File: src/rtl/ram_reader_pkg.sv
// ram_reader_pkg: shared types, sizing helper and default widths for the RAM read engine.
//   clogb2  - number of bits needed to hold the value passed in (clogb2(511) = 9)
//   state_e - read engine state
//   ADDR_W / CNT_W - address and word-count widths for the default 512-entry RAM
package ram_reader_pkg;

  function automatic int unsigned clogb2(input int unsigned depth);
    int unsigned d;
    int unsigned r;
    d = depth;
    r = 0;
    while (d > 0) begin
      r = r + 1;
      d = d >> 1;
    end
    return r;
  endfunction

  typedef enum logic [1:0] {
    StIdle,
    StRun,
    StDrain
  } state_e;

  localparam int unsigned RAM_DEPTH_DFLT = 512;
  localparam int unsigned ADDR_W         = clogb2(RAM_DEPTH_DFLT - 1);
  localparam int unsigned CNT_W          = ADDR_W + 1;

endpackage

File: src/rtl/ram_reader_if.sv
// ram_reader_if: bundles the command, RAM read-port and output-stream signals of ram_reader.
//   master modport - the reader itself (drives cmd_ready, RAM port, stream, busy)
//   slave modport  - the surroundings (command source, RAM, stream consumer)
// DataW must match the RAM width, AddrW the RAM address width.
interface ram_reader_if
  import ram_reader_pkg::*;
#(
  parameter int unsigned DataW = 16,
  parameter int unsigned AddrW = ADDR_W
);

  logic             cmd_valid;
  logic             cmd_ready;
  logic [AddrW-1:0] cmd_addr;
  logic [AddrW:0]   cmd_len;

  logic [AddrW-1:0] ram_addrb;
  logic             ram_enb;
  logic             ram_regceb;
  logic [DataW-1:0] ram_doutb;

  logic             m_valid;
  logic             m_ready;
  logic [DataW-1:0] m_data;
  logic             m_last;

  logic             busy;

  modport master (
    input  cmd_valid, cmd_addr, cmd_len, ram_doutb, m_ready,
    output cmd_ready, ram_addrb, ram_enb, ram_regceb, m_valid, m_data, m_last, busy
  );

  modport slave (
    output cmd_valid, cmd_addr, cmd_len, ram_doutb, m_ready,
    input  cmd_ready, ram_addrb, ram_enb, ram_regceb, m_valid, m_data, m_last, busy
  );

endinterface

File: src/rtl/ram_reader_fifo.sv
// ram_reader_fifo: register-based first-word-fall-through FIFO.
//   clka  - clock
//   rstb  - asynchronous active-high reset, clears contents and pointers
//   push  - write wdata at the tail (must not happen when full)
//   wdata - entry to write
//   pop   - drop the head entry (ignored when empty)
//   rdata - head entry, valid whenever empty is low
//   empty - no entries held
//   count - number of entries held, 0..Depth
module ram_reader_fifo #(
  parameter int unsigned Width = 17,
  parameter int unsigned Depth = 4
) (
  input  logic                       clka,
  input  logic                       rstb,
  input  logic                       push,
  input  logic [Width-1:0]           wdata,
  input  logic                       pop,
  output logic [Width-1:0]           rdata,
  output logic                       empty,
  output logic [$clog2(Depth+1)-1:0] count
);

  localparam int unsigned PtrW = (Depth > 1) ? $clog2(Depth) : 1;
  localparam int unsigned CntW = $clog2(Depth + 1);

  logic [Width-1:0] mem_q [Depth];
  logic [PtrW-1:0]  wr_ptr_q, rd_ptr_q;
  logic [CntW-1:0]  count_q;
  logic             full;
  logic             do_pop;

  // Explicit wrap so non-power-of-2 depths work.
  function automatic logic [PtrW-1:0] ptr_inc(input logic [PtrW-1:0] p);
    return (p == PtrW'(Depth - 1)) ? '0 : p + PtrW'(1);
  endfunction

  assign empty  = (count_q == '0);
  assign full   = (count_q == CntW'(Depth));
  assign do_pop = pop && !empty;
  assign rdata  = mem_q[rd_ptr_q];
  assign count  = count_q;

  always_ff @(posedge clka or posedge rstb) begin
    if (rstb) begin
      for (int unsigned i = 0; i < Depth; i++) begin
        mem_q[i] <= '0;
      end
      wr_ptr_q <= '0;
      rd_ptr_q <= '0;
      count_q  <= '0;
    end else begin
      if (push) begin
        mem_q[wr_ptr_q] <= wdata;
        wr_ptr_q        <= ptr_inc(wr_ptr_q);
      end
      if (do_pop) begin
        rd_ptr_q <= ptr_inc(rd_ptr_q);
      end
      if (push && !do_pop) begin
        count_q <= count_q + CntW'(1);
      end else if (!push && do_pop) begin
        count_q <= count_q - CntW'(1);
      end
    end
  end

  // The reader's credit scheme keeps this from ever happening.
  a_no_overflow: assert property (@(posedge clka) disable iff (rstb) !(push && full));

endmodule

File: src/rtl/ram_reader.sv
// ram_reader: read-side engine for a simple dual-port block RAM.
// Takes a (start address, length) command, issues one RAM read per word on addrb/enb, tracks
// the fixed RAM read latency and streams the returned words out with valid/ready and a last flag.
//   clka                    - clock shared with the RAM
//   rstb                    - asynchronous active-high reset
//   bus.cmd_valid/ready     - command handshake, ready only while idle
//   bus.cmd_addr/len        - start address and word count (0..RAM_DEPTH)
//   bus.ram_addrb/enb       - RAM read address / enable, one enable cycle per word
//   bus.ram_regceb          - RAM output register enable, high from the first clock after reset
//   bus.ram_doutb           - RAM read data, RD_LATENCY cycles after the enable
//   bus.m_valid/ready/data  - output stream
//   bus.m_last              - final word of the command
//   bus.busy                - engine is not idle
// RD_LATENCY must be 1 or 2; FIFO_DEPTH >= RD_LATENCY+2 sustains one word per cycle.
module ram_reader
  import ram_reader_pkg::*;
#(
  parameter int unsigned RAM_WIDTH  = 16,
  parameter int unsigned RAM_DEPTH  = 512,
  parameter int unsigned RD_LATENCY = 2,
  parameter int unsigned FIFO_DEPTH = 4
) (
  input logic          clka,
  input logic          rstb,
  ram_reader_if.master bus
);

  localparam int unsigned      AddrW   = clogb2(RAM_DEPTH - 1);
  localparam int unsigned      CntW    = AddrW + 1;
  localparam int unsigned      UsedW   = $clog2(FIFO_DEPTH + 1);
  localparam logic [UsedW-1:0] UsedMax = UsedW'(FIFO_DEPTH);
  localparam logic [AddrW-1:0] AddrMax = AddrW'(RAM_DEPTH - 1);

  state_e                state_q;
  logic [AddrW-1:0]      cur_addr_q;
  logic [CntW-1:0]       rem_q;
  logic                  enb_q;
  logic                  regceb_q;
  // Reads issued and not yet popped from the FIFO: in-flight plus FIFO occupancy.
  logic [UsedW-1:0]      used_q;
  logic [UsedW-1:0]      used_next;
  logic [RD_LATENCY-1:0] pipe_vld_q;
  logic [RD_LATENCY-1:0] pipe_last_q;

  logic                  accept;
  logic                  issue_last;
  logic                  push;
  logic                  pop;
  logic                  fifo_empty;
  logic [UsedW-1:0]      fifo_count;
  logic [RAM_WIDTH:0]    fifo_rdata;

  assign accept     = bus.cmd_valid && (state_q == StIdle);
  assign issue_last = enb_q && (rem_q == CntW'(1));
  assign push       = pipe_vld_q[RD_LATENCY-1];
  assign pop        = !fifo_empty && bus.m_ready;

  // Credit seen by the next cycle's issue decision; a pop now frees its slot only from then on.
  always_comb begin
    used_next = used_q;
    if (enb_q) begin
      used_next = used_next + UsedW'(1);
    end
    if (pop) begin
      used_next = used_next - UsedW'(1);
    end
  end

  // ram_enb is registered, so the issue decision for the next cycle is made here using the
  // occupancy that cycle will see.
  always_ff @(posedge clka or posedge rstb) begin
    if (rstb) begin
      state_q    <= StIdle;
      cur_addr_q <= '0;
      rem_q      <= '0;
      enb_q      <= 1'b0;
      regceb_q   <= 1'b0;
      used_q     <= '0;
    end else begin
      regceb_q <= 1'b1;
      used_q   <= used_next;
      unique case (state_q)
        StIdle: begin
          enb_q <= 1'b0;
          if (accept) begin
            cur_addr_q <= bus.cmd_addr;
            rem_q      <= bus.cmd_len;
            // A zero-length command is consumed without leaving idle.
            if (bus.cmd_len != '0) begin
              state_q <= StRun;
              enb_q   <= (used_next < UsedMax);
            end
          end
        end
        StRun: begin
          if (enb_q) begin
            cur_addr_q <= (cur_addr_q == AddrMax) ? '0 : cur_addr_q + AddrW'(1);
            rem_q      <= rem_q - CntW'(1);
          end
          if (issue_last) begin
            state_q <= StDrain;
            enb_q   <= 1'b0;
          end else begin
            enb_q <= (used_next < UsedMax);
          end
        end
        StDrain: begin
          enb_q <= 1'b0;
          if ((pipe_vld_q == '0) && (fifo_count == '0)) begin
            state_q <= StIdle;
          end
        end
        default: begin
          state_q <= StIdle;
          enb_q   <= 1'b0;
        end
      endcase
    end
  end

  // Latency pipe: stage RD_LATENCY-1 lines up with the matching word on ram_doutb.
  always_ff @(posedge clka or posedge rstb) begin
    if (rstb) begin
      pipe_vld_q  <= '0;
      pipe_last_q <= '0;
    end else begin
      pipe_vld_q[0]  <= enb_q;
      pipe_last_q[0] <= issue_last;
      for (int unsigned i = 1; i < RD_LATENCY; i++) begin
        pipe_vld_q[i]  <= pipe_vld_q[i-1];
        pipe_last_q[i] <= pipe_last_q[i-1];
      end
    end
  end

  ram_reader_fifo #(
    .Width (RAM_WIDTH + 1),
    .Depth (FIFO_DEPTH)
  ) u_fifo (
    .clka  (clka),
    .rstb  (rstb),
    .push  (push),
    .wdata ({pipe_last_q[RD_LATENCY-1], bus.ram_doutb}),
    .pop   (pop),
    .rdata (fifo_rdata),
    .empty (fifo_empty),
    .count (fifo_count)
  );

  assign bus.cmd_ready  = (state_q == StIdle);
  assign bus.busy       = (state_q != StIdle);
  assign bus.ram_addrb  = cur_addr_q;
  assign bus.ram_enb    = enb_q;
  assign bus.ram_regceb = regceb_q;
  assign bus.m_valid    = !fifo_empty;
  assign bus.m_data     = fifo_rdata[RAM_WIDTH-1:0];
  assign bus.m_last     = fifo_rdata[RAM_WIDTH];

endmodule

File: src/flat_wrapper.sv
// flat-port wrapper written by rule: the top's interface ports become plain ports
module ram_reader_flat import ram_reader_pkg::*;
#(
  parameter int unsigned RAM_WIDTH  = 16,
  parameter int unsigned RAM_DEPTH  = 512,
  parameter int unsigned RD_LATENCY = 2,
  parameter int unsigned FIFO_DEPTH = 4
)
  (clka, rstb, bus_cmd_valid, bus_cmd_addr, bus_cmd_len, bus_ram_doutb, bus_m_ready, bus_cmd_ready, bus_ram_addrb, bus_ram_enb, bus_ram_regceb, bus_m_valid, bus_m_data, bus_m_last, bus_busy);
  ram_reader_if #(.DataW(16), .AddrW(9)) bus_i ();
  input logic clka;
  input logic rstb;
  input wire logic [$bits(bus_i.cmd_valid)-1:0] bus_cmd_valid;
  input wire logic [$bits(bus_i.cmd_addr)-1:0] bus_cmd_addr;
  input wire logic [$bits(bus_i.cmd_len)-1:0] bus_cmd_len;
  input wire logic [$bits(bus_i.ram_doutb)-1:0] bus_ram_doutb;
  input wire logic [$bits(bus_i.m_ready)-1:0] bus_m_ready;
  output wire logic [$bits(bus_i.cmd_ready)-1:0] bus_cmd_ready;
  output wire logic [$bits(bus_i.ram_addrb)-1:0] bus_ram_addrb;
  output wire logic [$bits(bus_i.ram_enb)-1:0] bus_ram_enb;
  output wire logic [$bits(bus_i.ram_regceb)-1:0] bus_ram_regceb;
  output wire logic [$bits(bus_i.m_valid)-1:0] bus_m_valid;
  output wire logic [$bits(bus_i.m_data)-1:0] bus_m_data;
  output wire logic [$bits(bus_i.m_last)-1:0] bus_m_last;
  output wire logic [$bits(bus_i.busy)-1:0] bus_busy;
  assign bus_i.cmd_valid = bus_cmd_valid;
  assign bus_i.cmd_addr = bus_cmd_addr;
  assign bus_i.cmd_len = bus_cmd_len;
  assign bus_i.ram_doutb = bus_ram_doutb;
  assign bus_i.m_ready = bus_m_ready;
  assign bus_cmd_ready = bus_i.cmd_ready;
  assign bus_ram_addrb = bus_i.ram_addrb;
  assign bus_ram_enb = bus_i.ram_enb;
  assign bus_ram_regceb = bus_i.ram_regceb;
  assign bus_m_valid = bus_i.m_valid;
  assign bus_m_data = bus_i.m_data;
  assign bus_m_last = bus_i.m_last;
  assign bus_busy = bus_i.busy;
  ram_reader #(.RAM_WIDTH(RAM_WIDTH), .RAM_DEPTH(RAM_DEPTH), .RD_LATENCY(RD_LATENCY), .FIFO_DEPTH(FIFO_DEPTH)) u_core (.clka(clka), .rstb(rstb), .bus(bus_i));
endmodule
File: config.mk
export PLATFORM = sky130hd
export DESIGN_NAME = ram_reader_flat
export DESIGN_NICKNAME = d
export VERILOG_FILES = /design/src/rtl/ram_reader_pkg.sv /design/src/rtl/ram_reader_if.sv /design/src/rtl/ram_reader_fifo.sv /design/src/rtl/ram_reader.sv /design/src/flat_wrapper.sv
export SDC_FILE = /design/constraint.sdc
export NUM_CORES = 1
export LEC_CHECK = 0
export ABC_CLOCK_PERIOD_IN_PS = 2850
export CORE_UTILIZATION = 49
export DETAILED_ROUTE_END_ITERATION = 7
export PLACE_DENSITY = 0.83
export SLEW_MARGIN = 10
export SYNTH_ARGS = -nofsm -noshare
export SYNTH_HDL_FRONTEND = slang
export SYNTH_SLANG_ARGS = --single-unit
export TNS_END_PERCENT = 20
File: constraint.sdc
create_clock -name clka -period 2.85 [get_ports clka]
set_input_delay 0.285 -clock clka [delete_from_list [all_inputs] [get_ports clka]]
set_output_delay 0.285 -clock clka [all_outputs]
set_load 0.03 [all_outputs]
==> reports/qor.txt <==
PD cells -> 1260 mW/mm^2
placed cells -> 570
ys async rst share -> 100%
most common cell in the netlist -> dfrtp_1
largest net degree at the start of global routing -> 50
final worst path period share -> 90.9%
detail-routed net length per standard cell -> 17.1 um
Reg-to-Reg Start -> u_core.bus.ram_addrb[0]
setup slack, reg-to-reg -> 0.26 ns
first-pass detailed-route iteration total -> 4
Distinct cells, synth -> 43
initial core utilization -> 50.4%
crit path time final -> 2.59 ns
clk root buf -> clkbuf_8
number of synthesized flops with an enable pin -> 0
mean post-synth cell area -> 13.1 um^2
worst slew pin tran -> 0.967 ns
fill count -> 762
H-tree lvl count -> 3
Worst EP required -> 3.15 ns
DR vias -> 3287
remaining antenna violation count -> 0
worst reg-to-reg path cell count -> 9
CTS Buffer Depth -> 2
Die ar. -> 0.0105 mm^2
routed vias/inst -> 5.62
first-pass GRT wire length -> 16200 um
hpwl dp -> 6960 um
worst vdd ir -> 670 uV
# Post-CTS Setup Buffers -> 0
Setup WS post-layout -> 0.260 ns
clk_lat worst skew -> 0.37 ns
share of layout cells above drive strength 1 -> 25.9%
I/O Buffers -> 69
DRT iter0 DRCs -> 87
Core Region -> 0.00977 mm^2
startpoint type of the worst setup path -> flip-flop
DRC Markers -> 0
PostCTS Resize Cnt -> 0
Nets -> 500
DRT Wirelength -> 9990 um
share of the synthesized area in the top cell type -> 53.4%
P_leak -> 0.00248 uW
ranking of synthesized cells by area -> dfrtp_1 (53%), mux2_2 (16%), mux4_2 (7.8%)
sequential area share after synthesis -> 53.4%
Worst setup EP type -> flip-flop
total negative slack -> 0 ns
clock sinks -> 105
worst flop-to-flop path endpoint -> u_core.bus.ram_addrb[5]
Synth Register Bits -> 105
cells after synthesis -> 377
Final Hold Fails -> 0
Synth-to-Final Area Change -> 21.0%
Max-slew headroom -> 35.5%
Top Ports -> 70
post-synth net total -> 429
num rows -> 36
Overflow after GRT -> 0
achievable clock frequency -> 386 MHz
max-slew violation count -> 0
unrepaired setup endpoints after global routing -> no
DP Area -> 0.00578 mm^2
routability cong. -> 0.857
vias in the first global route -> 3377
crit path DAT -> 2.89 ns
max-cap viol count -> 0
ANT cells -> 0
CTS Hold Bufs -> 0
post-synthesis cell area -> 0.00492 mm^2
CP Max Fanout -> 13
Worst Hold Class -> in -> async
run status -> complete, no violations
Placement Setup Slack -> 0.289 ns
crit path from -> u_core.bus.ram_addrb[0]
non-filler cells, final -> 585
post-route cell area -> 0.00596 mm^2
Layout Skew -> 0.00829 ns
ys flop type -> dfrtp_1
die height -> 102 um
Seq. cell area -> 0.00263 mm^2
CTS tree -> done
Overall Global Routing Usage -> 20.7%
CTS buffer count -> 9
CTS clock-pin slew for the worst setup and hold paths -> 0.10 ns
Ys Warns -> 0
Post-synth top cells -> dfrtp_1 (105), mux2_2 (70), o21ai_0 (25), nand2_1 (19), nor2_1 (18)
die width -> 102 um
cell taking the most area after synthesis -> dfrtp_1
antenna violations before repair -> 0
multi-input logic area -> 0.00217 mm^2
# setup viols final -> 0
kind of critical path -> reg -> reg
-- critical path, cell delays in order (launching register included) --
cell and delay (ns):
dfrtp_1 0.43, ha_1 0.24, and3_1 0.21, and3_1 0.20, and3_1 0.18, ha_1 0.19
or3b_1 0.53, nor4_1 0.32, a21oi_1 0.07, o2bb2ai_1 0.15
-- worst max-delay path by stage --
stage,endpoint,depth (start not counted)
2_1_floorplan,u_core.bus.ram_addrb[3],10
3_3_place_gp,u_core.bus.ram_addrb[5],9
3_5_place_dp,u_core.bus.ram_addrb[5],9
4_1_cts,u_core.bus.ram_addrb[5],9
5_1_grt,u_core.bus.ram_addrb[5],9
6_report,u_core.bus.ram_addrb[5],9
-- metal layers --
layer | wire [um] | share of wire, % | up-vias | GRT usage, %
met5 | 0 | 0 | - | 0
met4 | 119 | 1.2 | 0 | 6.48
met3 | 471 | 4.7 | 11 | 5.27
met2 | 5080 | 51 | 82 | 36.7
met1 | 4320 | 43 | 1681 | 24.7
li1 | - | - | 1513 | -
-- where the power goes --
| part | switching [uW] | internal (uW) | total (uW) |
|---|---|---|---|
| sequential | 518 | 2210 | 2730 |
| combinational | 1950 | 1960 | 3910 |
| clock | 519 | 325 | 844 |
| total | 2990 | 4490 | 7480 |
-- per-stage QoR --
stage	power [uW]	util [%]	hold WS [ns]
after floorplan	5420	-	0.331
after global placement	6470	59.2	0.336
after detailed placement	6700	59.2	0.344
after CTS	7550	61.0	0.249
after global routing	7990	61.0	0.256
final	7480	61.0	0.257
-- cell families after synthesis --
logic type / Yosys count / share of synthesized area, %
buf+inv: 29 / 2.57
xor+xnor: 7 / 1.24
fa+ha+maj: 13 / 3.46
mux: 91 / 24.6
flops: 105 / 53.4
simple gates: 72 / 7.32
compound gates: 59 / 7.39
other cells: 1 / 0.0761
-- area by class of cell --
cell class | instances | share of cell area, %
inverter | 10 | 0.693
multi-input combinational | 243 | 36.4
tap | 133 | 2.79
clock inverter | 6 | 0.882
timing repair buffer | 79 | 13.1
sequential | 105 | 44.1
clock buffer | 9 | 2.08
-- sequential cells by signal, indices dropped and copies added (netlist names) --
signal                  cells
u_core.rem_q               10
u_core.state_q              2
u_core.bus.ram_regceb       1
u_core.bus.ram_enb          1
u_core.u_fifo.mem_q        68
u_core.u_fifo.rd_ptr_q      2
u_core.pipe_vld_q           2
u_core.pipe_last_q          2
u_core.u_fifo.wr_ptr_q      2
u_core.used_q               3
u_core.u_fifo.count         3
u_core.bus.ram_addrb        9
-- cell usage in the layout (no fill, tap or decap), drive strengths merged, types with 2 or more instances in the layout --
cell type,count
a21oi,16
nor2,18
dfrtp,105
mux2,70
clkinvlp,3
a22oi,3
nor4,5
nand3,4
clkinv,2
mux2i,4
clkdlybuf4s50,69
nand2,19
and3,3
xnor2,4
o21ai,25
ha,12
inv,11
mux4,17
clkbuf,9
nor3,7
or3,2
xor2,3
nor2b,3
nor3b,4
or3b,2
o2bb2ai,5
buf,10
Note: power is estimated with default switching activity, not from simulation.
